File: src/rtl/bist_pkg.sv
// Shared BIST definitions: FSM state encoding, default MISR taps/seed and the
// signature width shared with the pattern generator.
package bist_pkg;

   localparam int         MISR_WIDTH   = 8;
   localparam logic [7:0] DEFAULT_POLY = 8'h1D;  // x^8+x^4+x^3+x^2+1
   localparam logic [7:0] DEFAULT_SEED = 8'h00;

   typedef enum logic [2:0] {
      ST_IDLE     = 3'd0,
      ST_SKIP     = 3'd1,
      ST_COMPRESS = 3'd2,
      ST_COMPARE  = 3'd3,
      ST_DONE     = 3'd4
   } state_t;

endpackage

File: src/rtl/misr_core.sv
// WIDTH-bit multiple-input signature register: synchronous load of SEED,
// shift with POLY feedback XORed with the parallel input when enabled.
module misr_core #(
   parameter int               WIDTH = 8,
   parameter logic [WIDTH-1:0] POLY  = 8'h1D,
   parameter logic [WIDTH-1:0] SEED  = 8'h00
) (
   input  logic             clk,
   input  logic             reset,
   input  logic             load,
   input  logic             enable,
   input  logic [WIDTH-1:0] data,
   output logic [WIDTH-1:0] sig
);

   logic [WIDTH-1:0] feedback;

   // Feedback taps apply only when the bit shifted out is set.
   always_comb begin
      feedback = sig[WIDTH-1] ? POLY : '0;
   end

   // Signature register; load takes priority over a compression step.
   always_ff @(posedge clk or negedge reset) begin
      if (!reset)
         sig <= SEED;
      else if (load)
         sig <= SEED;
      else if (enable)
         sig <= {sig[WIDTH-2:0], 1'b0} ^ feedback ^ data;
   end

endmodule

File: src/rtl/bist_misr_analyzer.sv
// Output response analyzer: compresses N_PATTERNS valid products into a MISR,
// then compares against GOLDEN and reports done/pass.
// Optional feature macro: BIST_LATENCY_SKIP_EN (discard the first LATENCY
// valid samples of each run to flush upstream pipeline fill values).
module bist_misr_analyzer
   import bist_pkg::*;
#(
   parameter int               WIDTH      = MISR_WIDTH,
   parameter int               N_PATTERNS = 15,
   parameter logic [WIDTH-1:0] POLY       = DEFAULT_POLY,
   parameter logic [WIDTH-1:0] SEED       = DEFAULT_SEED,
   parameter logic [WIDTH-1:0] GOLDEN     = 8'h00,
   parameter int               LATENCY    = 1
) (
   input  logic             clk,
   input  logic             reset,
   input  logic             start,
   input  logic             data_valid,
   input  logic [WIDTH-1:0] data_in,
   output logic             busy,
   output logic             done,
   output logic             pass,
   output logic [WIDTH-1:0] signature
);

   localparam int CW = $clog2(N_PATTERNS + 1);

`ifdef BIST_LATENCY_SKIP_EN
   localparam bit SKIP_EN = 1'b1;
`else
   localparam bit SKIP_EN = 1'b0;
`endif

   // State entered from an accepted start.
   localparam state_t FIRST_STATE = (SKIP_EN && LATENCY > 0) ? ST_SKIP : ST_COMPRESS;

   state_t        state, state_next;
   logic [CW-1:0] count;
   logic          load, shift, finish;
   logic          count_last;

   assign count_last = (count == CW'(N_PATTERNS - 1));

`ifdef BIST_LATENCY_SKIP_EN
   localparam int SW = (LATENCY > 0) ? $clog2(LATENCY + 1) : 1;
   logic [SW-1:0] skip_cnt;
   logic          skip_inc;
   logic          skip_last;

   assign skip_last = (skip_cnt == SW'(LATENCY - 1));

   // Counts discarded samples during SKIP; cleared on every accepted start.
   always_ff @(posedge clk or negedge reset) begin
      if (!reset)
         skip_cnt <= '0;
      else if (load)
         skip_cnt <= '0;
      else if (skip_inc)
         skip_cnt <= skip_cnt + 1'b1;
   end
`endif

   // State register.
   always_ff @(posedge clk or negedge reset) begin
      if (!reset)
         state <= ST_IDLE;
      else
         state <= state_next;
   end

   // Next-state logic and single-cycle control strobes.
   always_comb begin
      state_next = state;
      load       = 1'b0;
      shift      = 1'b0;
      finish     = 1'b0;
`ifdef BIST_LATENCY_SKIP_EN
      skip_inc   = 1'b0;
`endif
      case (state)
         ST_IDLE, ST_DONE: begin
            if (start) begin
               load       = 1'b1;
               state_next = FIRST_STATE;
            end
         end
`ifdef BIST_LATENCY_SKIP_EN
         ST_SKIP: begin
            if (data_valid) begin
               skip_inc = 1'b1;
               if (skip_last)
                  state_next = ST_COMPRESS;
            end
         end
`endif
         ST_COMPRESS: begin
            if (data_valid) begin
               shift = 1'b1;
               if (count_last)
                  state_next = ST_COMPARE;
            end
         end
         ST_COMPARE: begin
            finish     = 1'b1;
            state_next = ST_DONE;
         end
         default: state_next = ST_IDLE;
      endcase
   end

   // Accepted-sample counter; never wraps because COMPRESS exits at N_PATTERNS.
   always_ff @(posedge clk or negedge reset) begin
      if (!reset)
         count <= '0;
      else if (load)
         count <= '0;
      else if (shift)
         count <= count + 1'b1;
   end

   // Status flags: cleared on start, resolved in the COMPARE cycle.
   always_ff @(posedge clk or negedge reset) begin
      if (!reset) begin
         busy <= 1'b0;
         done <= 1'b0;
         pass <= 1'b0;
      end else if (load) begin
         busy <= 1'b1;
         done <= 1'b0;
         pass <= 1'b0;
      end else if (finish) begin
         busy <= 1'b0;
         done <= 1'b1;
         pass <= (signature == GOLDEN);
      end
   end

   misr_core #(
      .WIDTH (WIDTH),
      .POLY  (POLY),
      .SEED  (SEED)
   ) u_misr (
      .clk    (clk),
      .reset  (reset),
      .load   (load),
      .enable (shift),
      .data   (data_in),
      .sig    (signature)
   );

endmodule

File: config.mk
export PLATFORM = sky130hd
export DESIGN_NAME = bist_misr_analyzer
export DESIGN_NICKNAME = d
export VERILOG_FILES = /design/src/rtl/bist_pkg.sv /design/src/rtl/misr_core.sv /design/src/rtl/bist_misr_analyzer.sv
export SDC_FILE = /design/constraint.sdc
export NUM_CORES = 1
export LEC_CHECK = 0
export BUFFER_PORTS_ARGS = -buffer_cell sky130_fd_sc_hd__buf_2
export CAP_MARGIN = 20
export CORE_UTILIZATION = 54
export CTS_CLUSTER_DIAMETER = 60
export DETAILED_ROUTE_END_ITERATION = 16
export MAX_ROUTING_LAYER = met4
export PLACE_DENSITY = 0.85
export SETUP_SLACK_MARGIN = 0.05
export SYNTH_ARGS = -nofsm -noshare
export SYNTH_HDL_FRONTEND = slang
export SYNTH_HIERARCHICAL = 1
export SYNTH_SLANG_ARGS = --single-unit
File: constraint.sdc
create_clock -name clk -period 2.4 [get_ports clk]
set_input_delay 0.6 -clock clk [delete_from_list [all_inputs] [get_ports clk]]
set_output_delay 0.6 -clock clk [all_outputs]
set_load 0.005 [all_outputs]
Word level (Yosys, flattened, before mapping). Cells that the tools add are included.

Muxes and demuxes: 20. Eq/ne operators: 7. $add $sub $neg: 1. Bitwise logic cells: 2. Reduce and logical (&&, ||, !) cells: 6.

Operator list (number): 2-to-1 mux 8 bit (2); XOR 8 bit (2); 2-to-1 mux 1 bit (11); 2-to-1 mux 3 bit (3); case mux 3 bit (3 select lines) (1); zero test 8 bit (1); 2-to-1 mux 4 bit (2); == test 3 x 2 -> 1 bit, second input constant (2); inequality test 2 bit, second input constant (3); 2-to-1 mux 5 bit (1); adder 4 x 1 -> 4 bit, second input constant (1); == test 4 bit, second input constant (1); nonzero test 2 bit (2); == test 3 bit, second input constant (1); zero test 3 bit (1); AND reduction 3 bit (1); OR reduction 2 bit (1).

Flip-flop bits (word level): 18. Bits of input ports: 12. Word-level logic and storage cells: 42. Output and inout port bits: 11.

Logic depth before layout (Yosys ltp).
Word-level depth: 5. Gate-level depth with buffers: 7.

Hierarchy. Netlist, hierarchy kept.

Modules (own cells, without submodules): bist_misr_analyzer (cells each 46, area each 478.0 um2, seq. area each 250.2 um2, times used 1); misr_core (cells each 38, area each 420.4 um2, seq. area each 200.2 um2, times used 1).

Worst setup path before layout. No wires, ideal clock.

Path kind: input-to-reg. Start: input start. End: register u_misr.sig[2]. Slack: 0.710 ns. Arrival: 1.553 ns. Stages on the path: 6. Cells stage by stage: or3b_1 -> buf_2 -> inv_1 -> buf_2 -> nand3b_1 -> o221ai_1.

Longest elaborated chain between the ends: 3. Elaborated cells on any way between the ends: 4. Classes of those cells: 3 x mux; 1 x reduce/logical.

Ends and longest elaborated chain: start, declared (line bist_misr_analyzer.sv:17) `input logic start,`; 2-to-1 mux 1 bit * (line bist_misr_analyzer.sv:82) `if (start) begin`; 2-to-1 mux 1 bit * (line bist_misr_analyzer.sv:80) `case (state)`; named net load (line bist_misr_analyzer.sv:39) `logic load, shift, finish;`; 2-to-1 mux 8 bit or nonzero test 2 bit (tied branches); end signal, assigned (line misr_core.sv:30) `sig <= {sig[WIDTH-2:0], 1'b0} ^ feedback ^ data;`; end, declared (line misr_core.sv:13) `output logic [WIDTH-1:0] sig`.

The timed path passes the listed nets; every way through them passes the cells marked *. A chain may end at the register's enable or synchronous reset.

Final worst setup path.
Start: register state[1]. End: register u_misr.sig[2].

Longest elaborated chain between the ends: 4. Elaborated cells on any way between the ends: 8. Classes of those cells: 2 x eq/ne; 3 x mux; 3 x reduce/logical.

Ends and longest elaborated chain: start, declared (line bist_misr_analyzer.sv:37) `state_t state, state_next;`; start signal, assigned (line bist_misr_analyzer.sv:68) `state <= state_next;`; == test 3 bit or zero test 3 bit (tied branches) (line bist_misr_analyzer.sv:80); OR reduction 2 bit * (line bist_misr_analyzer.sv:80); 2-to-1 mux 1 bit * (line bist_misr_analyzer.sv:80); named net load (line bist_misr_analyzer.sv:39); 2-to-1 mux 8 bit or nonzero test 2 bit (tied branches).

Marked as above.

==> impl_metrics.xml <==
<?xml version="1.0" encoding="UTF-8"?>
<metrics>
  <group name="status">
    <metric name="run_status" unit="">finished, final reports clean</metric>
  </group>
  <group name="setup_path">
    <metric name="setup.worst_path.end_class" unit="">flip-flop</metric>
    <metric name="critical_path_class" unit="">reg2reg</metric>
    <metric name="timing.critical_path.required" unit="ps">2550</metric>
    <metric name="worst-endpoint-arrival" unit="ps">1820</metric>
    <metric name="critical_path.startpoint_type" unit="">flip-flop</metric>
    <metric name="crit_path_max_fanout" unit="">12</metric>
  </group>
  <group name="sta">
    <metric name="timing.final.max_slew_violations" unit="">0</metric>
    <metric name="holdWs" unit="ps">226.4</metric>
    <metric name="skew" unit="ps">2.219</metric>
    <metric name="fin_crit" unit="ps">1671</metric>
    <metric name="unrepaired_setup_endpoints_after_global_routing" unit="">no</metric>
    <metric name="layout_setup_ws" unit="ps">729.2</metric>
    <metric name="final.period_utilization" unit="%">69.62</metric>
    <metric name="setup_viol_count_final" unit="">0</metric>
    <metric name="tightest_slew" unit="ps">413.8</metric>
    <metric name="fmax" unit="MHz">598.5</metric>
    <metric name="timing.slew.headroom" unit="%">72.42</metric>
    <metric name="final.setup.tns" unit="ps">0</metric>
    <metric name="hold_viol_final" unit="">0</metric>
  </group>
  <group name="synthesis">
    <metric name="synth_area_per_cell" unit="um2">10.69</metric>
    <metric name="sequential_to_total_area_share_from_yosys_stat" unit="%">50.14</metric>
    <metric name="asyncSetResetFlopFracSynth" unit="%">100.0</metric>
    <metric name="synth_largest_area_cell" unit="">sky130_fd_sc_hd__dfrtp_1</metric>
    <metric name="synth-warning-count" unit="">6</metric>
    <metric name="top_cells_by_area_in_the_synthesized_netlist" unit="">sky130_fd_sc_hd__dfrtp_1 (50%), sky130_fd_sc_hd__xnor2_1 (5.8%), sky130_fd_sc_hd__mux2i_1 (5.6%), sky130_fd_sc_hd__nand2_1 (4.6%), sky130_fd_sc_hd__a211oi_1 (4.2%)</metric>
    <metric name="syn-cell-area" unit="um2">898.4</metric>
    <metric name="synth_top_cell_area_share" unit="%">50.14</metric>
    <metric name="synthCells" unit="">84</metric>
    <metric name="yosysMostFrequentCell" unit="">sky130_fd_sc_hd__dfrtp_1</metric>
    <metric name="synth_nets" unit="">98</metric>
    <metric name="yosys-top-cells-count" unit="">sky130_fd_sc_hd__dfrtp_1 (18), sky130_fd_sc_hd__nand2_1 (11), sky130_fd_sc_hd__nor2_1 (9)</metric>
    <metric name="synth-edff-count" unit="">0</metric>
    <metric name="synthDistinctLibCells" unit="">24</metric>
    <metric name="yosys_most_used_dff" unit="">sky130_fd_sc_hd__dfrtp_1</metric>
    <metric name="synth_seq_cells" unit="">18</metric>
  </group>
  <group name="cells_and_area">
    <metric name="diodes" unit="">0</metric>
    <metric name="fin_nets" unit="">121</metric>
    <metric name="final.fill_count" unit="">121</metric>
    <metric name="area_growth_syn_to_layout" unit="%">14.21</metric>
    <metric name="final_layout_size_suffix_gt1_share" unit="%">25.71</metric>
  </group>
  <group name="grt">
    <metric name="grt_pass1_vias" unit="">613</metric>
    <metric name="wire_length_of_the_first_global_routing_pass" unit="um">2670</metric>
    <metric name="grt.overflow.total" unit="">0</metric>
    <metric name="grt.total_usage" unit="%">20.37</metric>
    <metric name="grt_max_degree" unit="">21</metric>
    <metric name="grt_antenna_before_repair" unit="">0</metric>
  </group>
  <group name="flow_run">
    <metric name="drv_cap" unit="">0</metric>
  </group>
  <group name="drt">
    <metric name="route.antenna.remaining_nets" unit="">0</metric>
    <metric name="drtIter0Drc" unit="">7</metric>
    <metric name="routed_wirelength" unit="um">1506</metric>
    <metric name="detail_route.first_pass.iterations" unit="">4</metric>
    <metric name="vias" unit="">652</metric>
    <metric name="post_drt_via_cell_ratio" unit="">5.388</metric>
    <metric name="routed_wire_length_per_instance" unit="um">12.45</metric>
    <metric name="drcViolationCount" unit="">0</metric>
  </group>
  <group name="cts">
    <metric name="post_cts_resized" unit="">0</metric>
    <metric name="cts_made_buffers" unit="">3</metric>
    <metric name="clock_sinks" unit="">18</metric>
    <metric name="cts_htree_levels" unit="">1</metric>
    <metric name="cts_max_path_buffers" unit="">2</metric>
    <metric name="root_buffer" unit="">sky130_fd_sc_hd__clkbuf_4</metric>
    <metric name="tritoncts_clock_tree" unit="">done</metric>
    <metric name="cts_hold_buf" unit="">0</metric>
    <metric name="clock_latency" unit="ps">280</metric>
    <metric name="cts_setup_buffers" unit="">0</metric>
    <metric name="clkTransAtPathRegs" unit="ps">100</metric>
  </group>
  <group name="die">
    <metric name="core_area" unit="mm2">0.001524</metric>
    <metric name="fp.dieArea" unit="mm2">0.001831</metric>
    <metric name="fp.dieH" unit="um">42.79</metric>
    <metric name="initial_utilization" unit="%">58.95</metric>
    <metric name="row_count" unit="">14</metric>
    <metric name="ioPinCount" unit="">23</metric>
    <metric name="die_w" unit="um">42.79</metric>
  </group>
  <group name="power">
    <metric name="sw_share" unit="%">37.01</metric>
    <metric name="cellInternalPower" unit="W">0.0007773</metric>
    <metric name="power.net_switching" unit="W">0.0004567</metric>
    <metric name="power.sequential.fraction" unit="%">47.0</metric>
    <metric name="combinationalPowerShare" unit="%">41.2</metric>
    <metric name="clockPowerShare" unit="%">11.8</metric>
    <metric name="leakage_power" unit="nW">0.5175</metric>
    <metric name="power.ir.vdd_worst" unit="mV">0.6502</metric>
    <metric name="power" unit="W">0.001234</metric>
    <metric name="power_density" unit="mW/mm2">1203</metric>
  </group>
  <group name="placement">
    <metric name="port_buffer_cells" unit="">22</metric>
    <metric name="dp_slack" unit="ps">481.5</metric>
    <metric name="placer_s_final_routability_congestion_estimate" unit="">0.7211</metric>
    <metric name="dp_hpwl" unit="um">1096</metric>
  </group>
  <group name="min_path">
    <metric name="worst_hold_path_type" unit="">in2async</metric>
  </group>
</metrics>
==> per-layer routing <==
metal  global-route usage (%)  share of wire, %  vias to the layer above
met1                    26.39                48                      311
met2                    30.61                48                       12
met3                    4.255               2.8                        2
met5                        -                 0                        -
li1                         -                 -                      327
met4                    9.375              0.66                        0
==> sequential cells by signal, indices dropped and copies added (netlist names) <==
signal and cells:
busy 1, done 1, state 3, count 4, u_misr/sig 8, pass 1
==> placed cells by master (no fill, tap or decap) <==
cell	synthesis	layout
sky130_fd_sc_hd__nand2b_1	3	3
sky130_fd_sc_hd__nor3b_1	1	1
sky130_fd_sc_hd__mux2i_1	5	5
sky130_fd_sc_hd__ha_1	2	2
sky130_fd_sc_hd__a211oi_1	5	5
sky130_fd_sc_hd__o21ai_0	1	1
sky130_fd_sc_hd__and4bb_2	1	1
sky130_fd_sc_hd__or4_1	1	1
sky130_fd_sc_hd__and4_2	1	1
sky130_fd_sc_hd__nor4_1	2	2
sky130_fd_sc_hd__xor2_1	2	2
sky130_fd_sc_hd__clkbuf_4	0	3
sky130_fd_sc_hd__dfrtp_1	18	18
sky130_fd_sc_hd__or3b_1	1	1
sky130_fd_sc_hd__o221ai_1	2	2
sky130_fd_sc_hd__nand4_1	1	1
sky130_fd_sc_hd__nand3b_1	2	2
sky130_fd_sc_hd__buf_2	2	22
sky130_fd_sc_hd__nand2_1	11	11
sky130_fd_sc_hd__xor3_1	1	1
sky130_fd_sc_hd__xnor2_1	6	6
sky130_fd_sc_hd__inv_1	4	4
sky130_fd_sc_hd__nor2_1	9	9
sky130_fd_sc_hd__nand3_1	1	1
==> power by group through the flow <==
| stage | combinational, W | clock, W | sequential, W |
|---|---|---|---|
| after floorplan | 0.000368 | 0 | 0.000575 |
| after global placement | 0.000497 | 0 | 0.000582 |
| after detailed placement | 0.000513 | 0 | 0.000588 |
| after CTS | 0.000516 | 0.000152 | 0.000582 |
| after global routing | 0.000581 | 0.000162 | 0.000604 |
| final | 0.000508 | 0.000146 | 0.000580 |
==> worst max-delay path, stage by stage (launching register included) <==
cell and delay (ps):
sky130_fd_sc_hd__dfrtp_1 430, sky130_fd_sc_hd__or3b_1 500, sky130_fd_sc_hd__inv_1 300, sky130_fd_sc_hd__nand3b_1 180
sky130_fd_sc_hd__o221ai_1 130
==> logic make-up after synthesis <==
| family | Yosys count | share of synthesized area [%] |
|---|---|---|
| flops | 18 | 50.14 |
| simple gates | 34 | 19.92 |
| xor+xnor | 9 | 10.45 |
| mux | 5 | 5.571 |
| compound gates | 8 | 6.686 |
| buf+inv | 8 | 4.456 |
| fa+ha+maj | 2 | 2.785 |
==> worst paths after layout <==
check / end / cells after the start / from / slack, ps
worst min register to register: busy / 2 / busy / 480
min in group clk: busy / 2 / busy / 480
worst min-delay path: u_misr/sig[5] / 1 / reset / 230
worst max-delay path: u_misr/sig[2] / 4 / state[1] / 730
worst max register to register: u_misr/sig[2] / 4 / state[1] / 730
max in group asynchronous: done / 1 / reset / 1890
==> final cells by class <==
type                    count  area (um2)  area share [%]
flip-flops and latches     18       450.4           43.90
multi-input cells          58       407.9           39.76
clock buffers               3       22.52           2.195
well taps                  16       20.02           1.951
inverters                   4       15.01           1.463
repair buffers             22       110.1           10.73
==> through the flow <==
step                      std cells  instance area, um2  utilization, %
after floorplan                  84               898.4               -
after global placement          118                1003           65.85
after detailed placement        118                1003           65.85
after CTS                       121                1026           67.32
after global routing            121                1026           67.32
final                           121                1026           67.32
Power figures use the tool's default switching activity.
